## config.mk

```make
export PLATFORM = sky130hd
export DESIGN_NAME = imem_loader
export DESIGN_NICKNAME = d
export VERILOG_FILES = /design/src/rtl/imem_loader.sv
export SDC_FILE = /design/constraint.sdc
export NUM_CORES = 1
export LEC_CHECK = 0
export ABC_AREA = 1
export ABC_CLOCK_PERIOD_IN_PS = 6100
export BUFFER_PORTS_ARGS = -buffer_cell sky130_fd_sc_hd__buf_2
export CORE_MARGIN = 3
export CORE_UTILIZATION = 55
export DETAILED_ROUTE_END_ITERATION = 8
export GPL_ROUTABILITY_DRIVEN = 0
export PLACE_DENSITY = 0.81
export SKIP_CTS_REPAIR_TIMING = 1
export SYNTH_ARGS = -nofsm -noshare
export SYNTH_HDL_FRONTEND = slang
export SYNTH_SLANG_ARGS = --single-unit
```

## constraint.sdc

```tcl
create_clock -name i_clk -period 6.1 [get_ports i_clk]
set_input_delay 1.22 -clock i_clk [delete_from_list [all_inputs] [get_ports i_clk]]
set_output_delay 1.22 -clock i_clk [all_outputs]
set_load 0.02 [all_outputs]
```

## src/rtl/imem_loader.sv

```systemverilog
// Boot loader: packs a little-endian byte stream into 32-bit words and writes
// them to instruction memory while holding the CPU in reset. Optional LOADER_CHECKSUM_EN.
module imem_loader #(
  parameter int MEM_SIZE = 1024
) (
  input  logic                        i_clk,
  input  logic                        i_rst_n,
  input  logic                        i_start,
  input  logic [$clog2(MEM_SIZE):0]   i_num_words,
  input  logic [7:0]                  i_byte,
  input  logic                        i_byte_valid,
  output logic                        o_byte_ready,
  output logic                        o_we,
  output logic [$clog2(MEM_SIZE)+1:0] o_waddr,
  output logic [31:0]                 o_wdata,
  output logic                        o_busy,
  output logic                        o_done,
  output logic                        o_error,
  output logic                        o_cpu_rst_n
);

  // state   | meaning
  // IDLE    | after reset, CPU held in reset, waiting for i_start
  // COLLECT | accepting the four bytes of the current word
  // WRITE   | one-cycle memory write of the assembled word
  // CHECK   | accepting the trailing checksum word (checksum build only)
  // DONE    | load finished or rejected, waiting for a restart

  localparam int AW = $clog2(MEM_SIZE);
  localparam int CW = AW + 1;
  localparam int WW = AW + 2;

  typedef enum logic [2:0] {
    S_IDLE,
    S_COLLECT,
    S_WRITE,
`ifdef LOADER_CHECKSUM_EN
    S_CHECK,
`endif
    S_DONE
  } state_t;

  state_t          state;
  logic [CW-1:0]   count;
  logic [WW-1:0]   addr;
  logic [1:0]      byte_idx;
  logic [31:0]     word;
`ifdef LOADER_CHECKSUM_EN
  logic [31:0]     sum;
`endif

  assign o_waddr = addr;
  assign o_wdata = word;

  always_ff @(posedge i_clk) begin
    if (!i_rst_n) begin
      state        <= S_IDLE;
      count        <= '0;
      addr         <= '0;
      byte_idx     <= '0;
      word         <= '0;
      o_byte_ready <= 1'b0;
      o_we         <= 1'b0;
      o_busy       <= 1'b0;
      o_done       <= 1'b0;
      o_error      <= 1'b0;
      o_cpu_rst_n  <= 1'b0;
`ifdef LOADER_CHECKSUM_EN
      sum          <= '0;
`endif
    end else begin
      o_we <= 1'b0;
      case (state)
        S_IDLE, S_DONE: begin
          if (i_start) begin
            o_done      <= 1'b0;
            o_error     <= 1'b0;
            o_cpu_rst_n <= 1'b0;
            if (i_num_words == '0) begin
              state       <= S_DONE;
              o_done      <= 1'b1;
              o_cpu_rst_n <= 1'b1;
            end else if (i_num_words > CW'(MEM_SIZE)) begin
              state   <= S_DONE;
              o_done  <= 1'b1;
              o_error <= 1'b1;
            end else begin
              state        <= S_COLLECT;
              count        <= i_num_words;
              addr         <= '0;
              byte_idx     <= '0;
              o_busy       <= 1'b1;
              o_byte_ready <= 1'b1;
`ifdef LOADER_CHECKSUM_EN
              sum          <= '0;
`endif
            end
          end
        end
        S_COLLECT: begin
          if (i_byte_valid) begin
            word[{byte_idx, 3'b000} +: 8] <= i_byte;
            byte_idx <= byte_idx + 2'd1;
            if (byte_idx == 2'd3) begin
              state        <= S_WRITE;
              o_byte_ready <= 1'b0;
              o_we         <= 1'b1;
            end
          end
        end
        S_WRITE: begin
          count <= count - CW'(1);
`ifdef LOADER_CHECKSUM_EN
          sum   <= sum + word;
`endif
          if (count == CW'(1)) begin
`ifdef LOADER_CHECKSUM_EN
            state        <= S_CHECK;
            o_byte_ready <= 1'b1;
`else
            state        <= S_DONE;
            o_busy       <= 1'b0;
            o_done       <= 1'b1;
            o_cpu_rst_n  <= 1'b1;
`endif
          end else begin
            // address only advances when another word follows, so it never wraps
            addr         <= addr + WW'(4);
            state        <= S_COLLECT;
            o_byte_ready <= 1'b1;
          end
        end
`ifdef LOADER_CHECKSUM_EN
        S_CHECK: begin
          if (i_byte_valid) begin
            word[{byte_idx, 3'b000} +: 8] <= i_byte;
            byte_idx <= byte_idx + 2'd1;
            if (byte_idx == 2'd3) begin
              state        <= S_DONE;
              o_byte_ready <= 1'b0;
              o_busy       <= 1'b0;
              o_done       <= 1'b1;
              if ({i_byte, word[23:0]} != sum) o_error <= 1'b1;
              else o_cpu_rst_n <= 1'b1;
            end
          end
        end
`endif
        default: state <= S_IDLE;
      endcase
    end
  end

endmodule

```

==> key figures, run 1 <==
Floorplan
  • Die area: about 7000 um2
  • Chip height: 83.66 um
  • Width of the chip: 83.66 um
  • Initial Util: 0.5844
  • Io pins: 73
  • Core area: 5675 um2
  • Num rows: 27

Drt
  • Initial drt markers: approximately 190
  • Routed Antenna Nets: 0
  • Post-route DRC: 0
  • 1st-pass router iterations: 5
  • Vias: around 3.4k
  • Routed vias/inst: 5.491
  • Total wire length: approximately 8400 um
  • DR WL/cell: 13.79 um

Synth
  • Area contributors post-synth: dfxtp_1 38%, nand2_1 12%, inv_1 6.9%
  • Synth Area per Inst: 6.998 um2
  • Fraction of post-synthesis cell area in the top cell type by area: 0.3802
  • Post-synthesis sequential area ratio: 0.3802
  • Count leader, synth: nand2_1
  • Post-synth EDFFs: 0
  • Commonest cells post-synth: 102 x nand2_1, 63 x dfxtp_1, 61 x inv_1
  • Cell area after synthesis: roughly 3300 um2
  • Synth Flop Type: dfxtp_1
  • Yosys warnings: 0
  • Netlist cell types: 34
  • Post-synthesis register bit count: 63
  • Post-synthesis cell count: 474
  • Synth area leader: dfxtp_1
  • FFs w/ async S/R, synth: 0

Min path
  • Hold path cells: 2
  • HP Start: o_wdata[18]
  • Hold WC Path Type: flip-flop to flip-flop
  • Min-Delay Endpoint: o_wdata[18]

Global route
  • Initial antenna violation count: 0
  • Number of global-route vias before repair: roughly 3.1k
  • First-pass GRT wire length: 14230 um
  • GRT overflow: 0
  • GRT Util Overall: 0.2443
  • Largest net degree at the start of global routing: 55

Timing
  • RSZ-0062 raised after global routing: false
  • Slew HR: 0.3892
  • Endpoints failing hold: 0
  • Slew of the pin with the lowest slew margin: 0.9149 ns
  • Setup TNS: 0 ns
  • Fin crit period: around 2.8 ns
  • Max-slew violation count: 0
  • Max Clock Skew: 0.006870 ns
  • Max Fclk: 352.3 MHz
  • Final Setup Violations: 0
  • Final period util: 0.4653

Clocking
  • Clk_lat worst skew: 0.35 ns
  • Root buffer cell: clkbuf_8
  • Clock transition at path regs: approximately 0.070 ns
  • H-Tree Depth: 3
  • Clock sinks: 63
  • Worst-case clock buffer depth: 2
  • TritonCTS Buffers: 9
  • CTS tree: done

Cells and area
  • Syn-to-layout area delta: 15.96%
  • # diodes: 0
  • Layout cell share with drive strength beyond 1: 0.1929
  • Nets@finish: 568
  • Final Cell Area: 3846 um2

Worst setup path
  • Critical Path Max Stage Delay: 0.70 ns
  • Critical Path RT: about 6.4 ns
  • Reg2Reg Launch Point: byte_idx[0]
  • Max FO, Critical Path: 21
  • Kind of critical path: flip-flop to flip-flop
  • Buf/Inv on CP: 1
  • CP startpoint kind: flip-flop
  • Worst r2r dst: o_wdata[29]
  • R2R setup slack: 3.26 ns
  • CP Cell Sequence: clkinv_1 -> ha_1 -> nor2_1 -> a31oi_1 -> a211oi_1
  • CP endpoint kind: flip-flop
  • Crit path DAT: 3.09 ns
  • Worst R2R Path Depth: 5
  • CP max stage cell: dfxtp_1
  • CP delay by family, top: flip-flops

Flow run
  • Max-Cap Viols: 0

Placement
  • PortBufs: 70
  • Placed cell area: 3649 um2
  • Post-DP HPWL: 5789 um

Power and ir drop
  • Leak: 1.737 nW
  • Max IR drop VDD: 0.0002166 V
  • Power Density: 443.6 nW/um2

Status
  • Status: completed
[report_power, final]
part	internal (mW)	leakage, nW	switching [mW]	total, mW
clock	0.188	0.0875	0.176	0.364
combinational	0.239	1.14	0.544	0.783
sequential	0.488	0.512	0.0706	0.559
total	0.916	1.74	0.790	1.71
[sequential cells by signal (all words and copies together), names as in the netlist, 2 cells and up]
name and flops:
o_wdata 32, count 11, o_waddr 10, byte_idx 2, state 2
[cells by family after synthesis]
| family | after synthesis | share of synthesized area |
|---|---|---|
| buffers and inverters | 90 | 0.1109 |
| muxes | 1 | 0.003018 |
| AOI/OAI and AO/OA | 106 | 0.1973 |
| DFF | 63 | 0.3802 |
| other | 1 | 0.001131 |
| adders and majority gates | 11 | 0.04149 |
| and+or+nand+nor | 200 | 0.2607 |
| xor gates and xnor gates | 2 | 0.005282 |
[worst register-to-register path, stage by stage, from the launching register on]
cell	delay, ns
dfxtp_1	0.70
clkinv_1	0.68
ha_1	0.55
nor2_1	0.42
a31oi_1	0.17
a211oi_1	0.22
[final cells by class]
type | instances | area (um2)
Fill cell | 499 | 1829
Multi-Input combinational cell | 322 | 1692
Sequential cell | 63 | 1261
Timing Repair Buffer | 70 | 350.3
Inverter | 68 | 255.2
Clock buffer | 9 | 123.9
Tap cell | 72 | 90.09
Clock inverter | 7 | 73.82
[stage by stage]
step | instances | total power, mW | util | hold slack, ns | setup slack, ns
global route | 611 | 1.837 | 0.6777 | 0.4773 | 2.976
detailed placement | 595 | 1.336 | 0.6429 | 0.4429 | 3.306
finish | 611 | 1.706 | 0.6777 | 0.4576 | 3.262
global placement | 595 | 1.315 | 0.6429 | 0.4393 | 3.396
CTS | 611 | 1.706 | 0.6777 | 0.4569 | 3.306
floorplan | 475 | 1.174 | - | 0.4565 | 3.940
[metal layers]
layer	global-route usage	routed length, um
met5	0	0
met4	0.1126	185
met3	0.04442	479
met2	0.4027	4043
met1	0.3088	3717
[worst max-delay path by stage]
stage,start,end,slack [ns],cells past startpoint
floorplan,i_num_words[3],o_waddr[11],3.94,9
global placement,byte_idx[0],o_wdata[12],3.40,6
detailed placement,byte_idx[0],o_wdata[29],3.31,5
CTS,byte_idx[0],o_wdata[29],3.31,5
global route,byte_idx[0],o_wdata[26],2.98,5
finish,byte_idx[0],o_wdata[29],3.26,5
[cells in the final DEF (no fill, tap or decap), types with 3 or more instances in the layout]
cell	netlist	layout
a211oi_1	29	29
a21oi_1	33	33
nand4_1	9	9
nor2_1	41	41
a31oi_1	29	29
nand3_1	31	31
ha_1	11	11
inv_2	6	6
clkbuf_8	0	9
nor2_2	3	3
nand2_2	4	4
clkinvlp_4	0	4
buf_2	6	70
o21ai_0	8	8
inv_1	61	61
dfxtp_1	63	63
nand2_1	102	102
o21bai_1	3	3
No activity file was read; power rests on OpenSTA's default activity.
==> run 2, diff against run 1 <==
--- a/config.mk
+++ b/config.mk
@@ -6,13 +6,13 @@
 export NUM_CORES = 1
 export LEC_CHECK = 0
 export ABC_AREA = 1
-export ABC_CLOCK_PERIOD_IN_PS = 6100
+export ABC_CLOCK_PERIOD_IN_PS = 2740
 export BUFFER_PORTS_ARGS = -buffer_cell sky130_fd_sc_hd__buf_2
 export CORE_MARGIN = 3
-export CORE_UTILIZATION = 55
+export CORE_UTILIZATION = 54
 export DETAILED_ROUTE_END_ITERATION = 8
 export GPL_ROUTABILITY_DRIVEN = 0
-export PLACE_DENSITY = 0.81
+export PLACE_DENSITY = 0.79
 export SKIP_CTS_REPAIR_TIMING = 1
 export SYNTH_ARGS = -nofsm -noshare
 export SYNTH_HDL_FRONTEND = slang
==> constraint.sdc (replaced) <==
create_clock -name i_clk -period 2.74 [get_ports i_clk]
set_input_delay 0.548 -clock i_clk [delete_from_list [all_inputs] [get_ports i_clk]]
set_output_delay 0.548 -clock i_clk [all_outputs]
set_load 0.02 [all_outputs]
==> run 2 against run 1 <==
Effect of this change: routed wire length fell by 1.9%; cell area rose by 1.2%; non-clock buffer count rose by 5; largest cell class unchanged.
==> key figures, run 2 (synthesis results as in run 1) <==
Placement
  • PortBufs: 70
  • Placed cells: 600
  • Post-DP HPWL: 5907 um

Timing
  • Endpoints failing hold: 0
  • Hold WS: 0.4557 ns
  • RSZ-0062 raised after global routing: false
  • Setup TNS: 0 ns
  • Final Setup Violations: 0
  • Final period util: 0.7828
  • Max Fclk: 466.3 MHz
  • Fin crit period: between 2 and 2.5 ns
  • Slew of the pin with the lowest slew margin: 0.5934 ns
  • Max Clock Skew: 0.01045 ns
  • Max-slew violation count: 0
  • Slew HR: 0.6044

Min path
  • Hold path cells: 2
  • Hold WC Path Type: flip-flop to flip-flop
  • HP Start: o_wdata[7]

Worst setup path
  • Critical path launch point: state[0]
  • CP endpoint kind: flip-flop
  • Kind of critical path: flip-flop to flip-flop
  • Critical Path RT: roughly 3.0 ns
  • Max FO, Critical Path: 16
  • Crit path DAT: 2.40 ns
  • Reg2Reg Launch Point: state[0]
  • CP startpoint kind: flip-flop
  • Worst R2R Path Depth: 8

Global route
  • Initial antenna violation count: 0
  • GRT Util Overall: 0.2386
  • Number of global-route vias before repair: 3125
  • Largest net degree at the start of global routing: 31
  • GRT overflow: 0
  • First-pass GRT wire length: 14010 um

Cells and area
  • Largest register FFs: 32
  • Most common cell after layout, fill and taps aside: nand2_1
  • Layout cell share with drive strength beyond 1: 0.2004
  • Final Non-Filler Cells: 616
  • Syn-to-layout area delta: 17.35%
  • Fin util: 0.6818
  • Nets@finish: 573
  • Most frequent cells in the layout: 102 x nand2_1, 70 x buf_2, 63 x dfxtp_1, 61 x inv_1, 41 x nor2_1
  • # diodes: 0

Drt
  • Initial drt markers: about 200
  • Vias: 3381
  • 1st-pass router iterations: 4
  • DR WL/cell: 13.41 um
  • Post-route DRC: 0
  • Total wire length: a little over 8000 um
  • Routed Antenna Nets: 0
  • Routed vias/inst: 5.489

Floorplan
  • Chip height: 84.38 um
  • Io pins: 73
  • Core area: around 5700 um2
  • Width of the chip: 84.38 um
  • Num rows: 27
  • Initial Util: 0.5810
  • Die area: 7119 um2

Clocking
  • CTS tree: done
  • Worst-case clock buffer depth: 2
  • Clock transition at path regs: 0.08 ns
  • Root buffer cell: clkbuf_8
  • Clk_lat worst skew: roughly 0.34 ns
  • TritonCTS Buffers: 9
  • H-Tree Depth: 3
  • Clock sinks: 63

Flow run
  • Max-Cap Viols: 0

Power and ir drop
  • Leak: 1.764 nW
  • Power Density: 987.1 nW/um2
  • Max IR drop VDD: around 0.00062 V

Status
  • Status: completed
[run 2: changes by cell type in the layout (fill, tap and decap cells not counted), sizes merged]
cell,change
clkbuf,+1
buf,+5
inv,+1
clkinv,-2
[run 2: through the flow]
step / setup slack [ns] / area (um2) / total power [mW]
floorplan: 0.6347 / 3321 / 2.614
global placement: 0.7532 / 3686 / 2.957
detailed placement: 0.6963 / 3686 / 3.004
CTS: 0.6131 / 3892 / 3.837
global route: 0.4199 / 3892 / 4.166
finish: 0.5952 / 3892 / 3.842
[run 2: area by class of cell]
class / count / area [um2]
Tap cell: 72 / 90.09
Clock buffer: 10 / 137.6
Inverter: 68 / 255.2
Multi-Input combinational cell: 322 / 1692
Clock inverter: 6 / 68.82
Timing Repair Buffer: 75 / 387.9
Fill cell: 511 / 1817
Sequential cell: 63 / 1261
[run 2: power breakdown]
| group | total [mW] | internal (mW) | switching, mW |
|---|---|---|---|
| Combinational | 1.81 | 0.563 | 1.24 |
| Clock | 0.831 | 0.447 | 0.384 |
| Sequential | 1.21 | 1.09 | 0.119 |
[run 2: metal layers]
metal  vias up  GRT usage  wire length (um)
met5         -          0                 0
met4         0     0.1137               195
met3        18    0.04220               495
met2       115     0.3938              3932
met1      1543     0.3020              3640
li1       1705          -                 -
[run 2: final timing paths]
check / end / slack [ns]
worst max-delay path: count[5] / 0.60
worst max register to register: count[5] / 0.60
worst min register to register: o_wdata[7] / 0.46
worst min-delay path: o_wdata[7] / 0.46
[run 2: critical path, cell delays in order, from the launching register on]
cell and delay, ns:
dfxtp_1 0.33, inv_1 0.06, ha_1 0.53, inv_2 0.09, o21ai_2 0.21, nand3_2 0.30, inv_2 0.28, nand2_1 0.08
a21oi_1 0.17
==> run 3, diff against run 2 <==
==> config.mk (replaced) <==
export PLATFORM = sky130hd
export DESIGN_NAME = imem_loader
export DESIGN_NICKNAME = d
export VERILOG_FILES = /design/src/rtl/imem_loader.sv
export SDC_FILE = /design/constraint.sdc
export NUM_CORES = 1
export LEC_CHECK = 0
export ABC_AREA = 0
export ABC_CLOCK_PERIOD_IN_PS = 1840
export BUFFER_PORTS_ARGS = -buffer_cell sky130_fd_sc_hd__buf_2
export CORE_MARGIN = 3
export CORE_UTILIZATION = 48
export DETAILED_ROUTE_END_ITERATION = 8
export GPL_ROUTABILITY_DRIVEN = 0
export PLACE_DENSITY = 0.75
export SKIP_CTS_REPAIR_TIMING = 1
export SYNTH_ARGS = -nofsm -noshare
export SYNTH_HDL_FRONTEND = slang
export SYNTH_SLANG_ARGS = --single-unit
==> constraint.sdc (replaced) <==
create_clock -name i_clk -period 1.84 [get_ports i_clk]
set_input_delay 0.368 -clock i_clk [delete_from_list [all_inputs] [get_ports i_clk]]
set_output_delay 0.368 -clock i_clk [all_outputs]
set_load 0.02 [all_outputs]
==> run 3 against run 2 <==
Effect of this change: the run now ends with negative setup slack left; synthesized area decreased by 6.6%; core utilization increased by 1.1 points; sequential cell count unchanged; critical path depth decreased by 2; synthesized cell count decreased by 27%; clock skew decreased by 0.0022 ns.
==> key figures, run 3 <==
Floorplan
  • Initial Util: 0.5080
  • Num rows: 28
  • Die area: 7451 um2
  • Io pins: 73
  • Chip height: 86.32 um
  • Width of the chip: 86.32 um
  • Core area: ~6100 um2

Timing
  • Fin crit period: between 1.5 and 2 ns
  • Endpoints failing hold: 0
  • Max Fclk: 527.1 MHz
  • Hold WS: ~0.32 ns
  • Final period util: 1.031
  • RSZ-0062 raised after global routing: true
  • Setup TNS: -0.08696 ns
  • Final Setup Violations: 2
  • Max-slew violation count: 0
  • Max Clock Skew: 0.008262 ns
  • PnR worst setup slack: -0.05715 ns

Min path
  • HP Start: i_byte[3]
  • Hold WC Path Type: input pin to flip-flop
  • Hold path cells: 3

Synth
  • Cell area after synthesis: 3097 um2
  • Count leader, synth: dfxtp_1
  • Fraction of post-synthesis cell area in the top cell type by area: 0.4073
  • Synth area leader: dfxtp_1
  • Post-synthesis cell count: between 300 and 400
  • Synth Area per Inst: 8.976 um2
  • Area contributors post-synth: dfxtp_1 41%, a22oi_1 7.8%, nor2_1 6.8%
  • Netlist cell types: 58
  • Synth Flop Type: dfxtp_1
  • Commonest cells post-synth: 63 x dfxtp_1, 56 x nor2_1, 32 x a22oi_1
  • Post-synthesis register bit count: 63
  • FFs w/ async S/R, synth: 0
  • Post-synthesis sequential area ratio: 0.4073
  • Post-synth EDFFs: 0
  • Yosys warnings: 0

Global route
  • Number of global-route vias before repair: 3036
  • GRT overflow: 0
  • Largest net degree at the start of global routing: 45
  • GRT Util Overall: 0.2397
  • First-pass GRT wire length: 14330 um
  • Initial antenna violation count: 0

Clocking
  • H-Tree Depth: 3
  • Root buffer cell: clkbuf_8
  • Clk_lat worst skew: approximately 0.34 ns
  • Clock sinks: 63
  • CTS tree: done
  • TritonCTS Buffers: 9
  • Worst-case clock buffer depth: 2
  • Clock transition at path regs: ~0.08 ns

Status
  • Violated checks: negative setup slack
  • Status: finished with violations

Flow run
  • Max-Cap Viols: 0

Worst setup path
  • CP startpoint kind: flip-flop
  • Reg2Reg Launch Point: count[0]
  • Critical path launch point: count[0]
  • Crit path DAT: 2.14 ns
  • Kind of critical path: flip-flop to flip-flop
  • Worst R2R Path Depth: 6
  • Max FO, Critical Path: 4
  • CP endpoint kind: flip-flop
  • Critical Path RT: approximately 2.1 ns

Power and ir drop
  • Leak: between 1.5 and 2 nW
  • Power Density: 1241 nW/um2
  • Max IR drop VDD: 0.0007766 V

Cells and area
  • Fin util: 0.6927
  • Area taken by multi-input logic gates: around 1800 um2
  • Most frequent cells in the layout: 70 x buf_2, 59 x dfxtp_1, 56 x nor2_1, 49 x buf_4, 32 x a22oi_1
  • Nets@finish: between 500 and 600
  • Register area: between 1000 and 1500 um2
  • Layout cell share with drive strength beyond 1: 0.3919
  • Fillers: about 460
  • Syn-to-layout area delta: 36.36%
  • Most common cell after layout, fill and taps aside: buf_2
  • # diodes: 0
  • Largest register FFs: 32
  • Final Cell Area: 4223 um2

Placement
  • Post-DP HPWL: between 6000 and 7000 um
  • Placed cell area: 3852 um2
  • PortBufs: 70
  • Pre-CTS worst setup slack: -0.1936 ns

Drt
  • Total wire length: 9037 um
  • Routed vias/inst: 5.837
  • DR WL/cell: 16.52 um
  • Routed Antenna Nets: 0
  • Vias: 3193
  • Post-route DRC: 0
  • 1st-pass router iterations: 5
  • Initial drt markers: 181
[run 3: area by class of cell]
cell class | count | share of cell area
repair buffers | 128 | 0.2024
inverters | 16 | 0.01511
multi-input cells | 249 | 0.4181
flip-flops and latches | 63 | 0.2999
well taps | 75 | 0.02222
clock buffers | 9 | 0.02933
clock inverters | 7 | 0.01304
[run 3: where the power goes]
part | internal [mW] | total [mW] | switching, mW
Clock | 0.501 | 1.09 | 0.591
Combinational | 1.15 | 2.46 | 1.32
Sequential | 1.53 | 1.68 | 0.152
Total | 3.18 | 5.24 | 2.06
[run 3: worst max-delay path, cell delays in order (launching register included)]
cell and delay [ns]:
dfxtp_2 0.34, inv_2 0.08, ha_4 0.13, or4b_4 0.48, nor4_4 0.35, a41oi_2 0.16, o221a_1 0.26
[run 3: per-layer routing]
layer | wire, um | track usage | part of all wire
met1 | 3830 | 0.3088 | 0.42
met2 | 4461 | 0.3922 | 0.49
met3 | 631 | 0.05703 | 0.070
met4 | 114 | 0.08499 | 0.013
met5 | 0 | 0 | 0
[run 3: worst paths after layout]
| kind | slack (ns) | to |
|---|---|---|
| worst min-delay path | 0.32 | o_wdata[11] |
| worst max-delay path | -0.06 | count[10] |
| worst max register to register | -0.06 | count[10] |
| worst min register to register | 0.47 | o_byte_ready |
[run 3: stage by stage]
stage,total power [mW],std cells
floorplan,2.973,346
global placement,3.746,522
detailed placement,3.807,522
CTS,4.898,538
global route,5.542,547
finish,5.242,547
[run 3: cells by family after synthesis]
family,Yosys count,share of synthesized area
flip-flops,63,0.4073
multiplexers,2,0.006465
AND/OR/NAND/NOR,125,0.2287
other,1,0.001211
buffers and inverters,34,0.04969
AO/OA/AOI/OAI,109,0.2622
adder cells (fa/ha/maj),11,0.04444
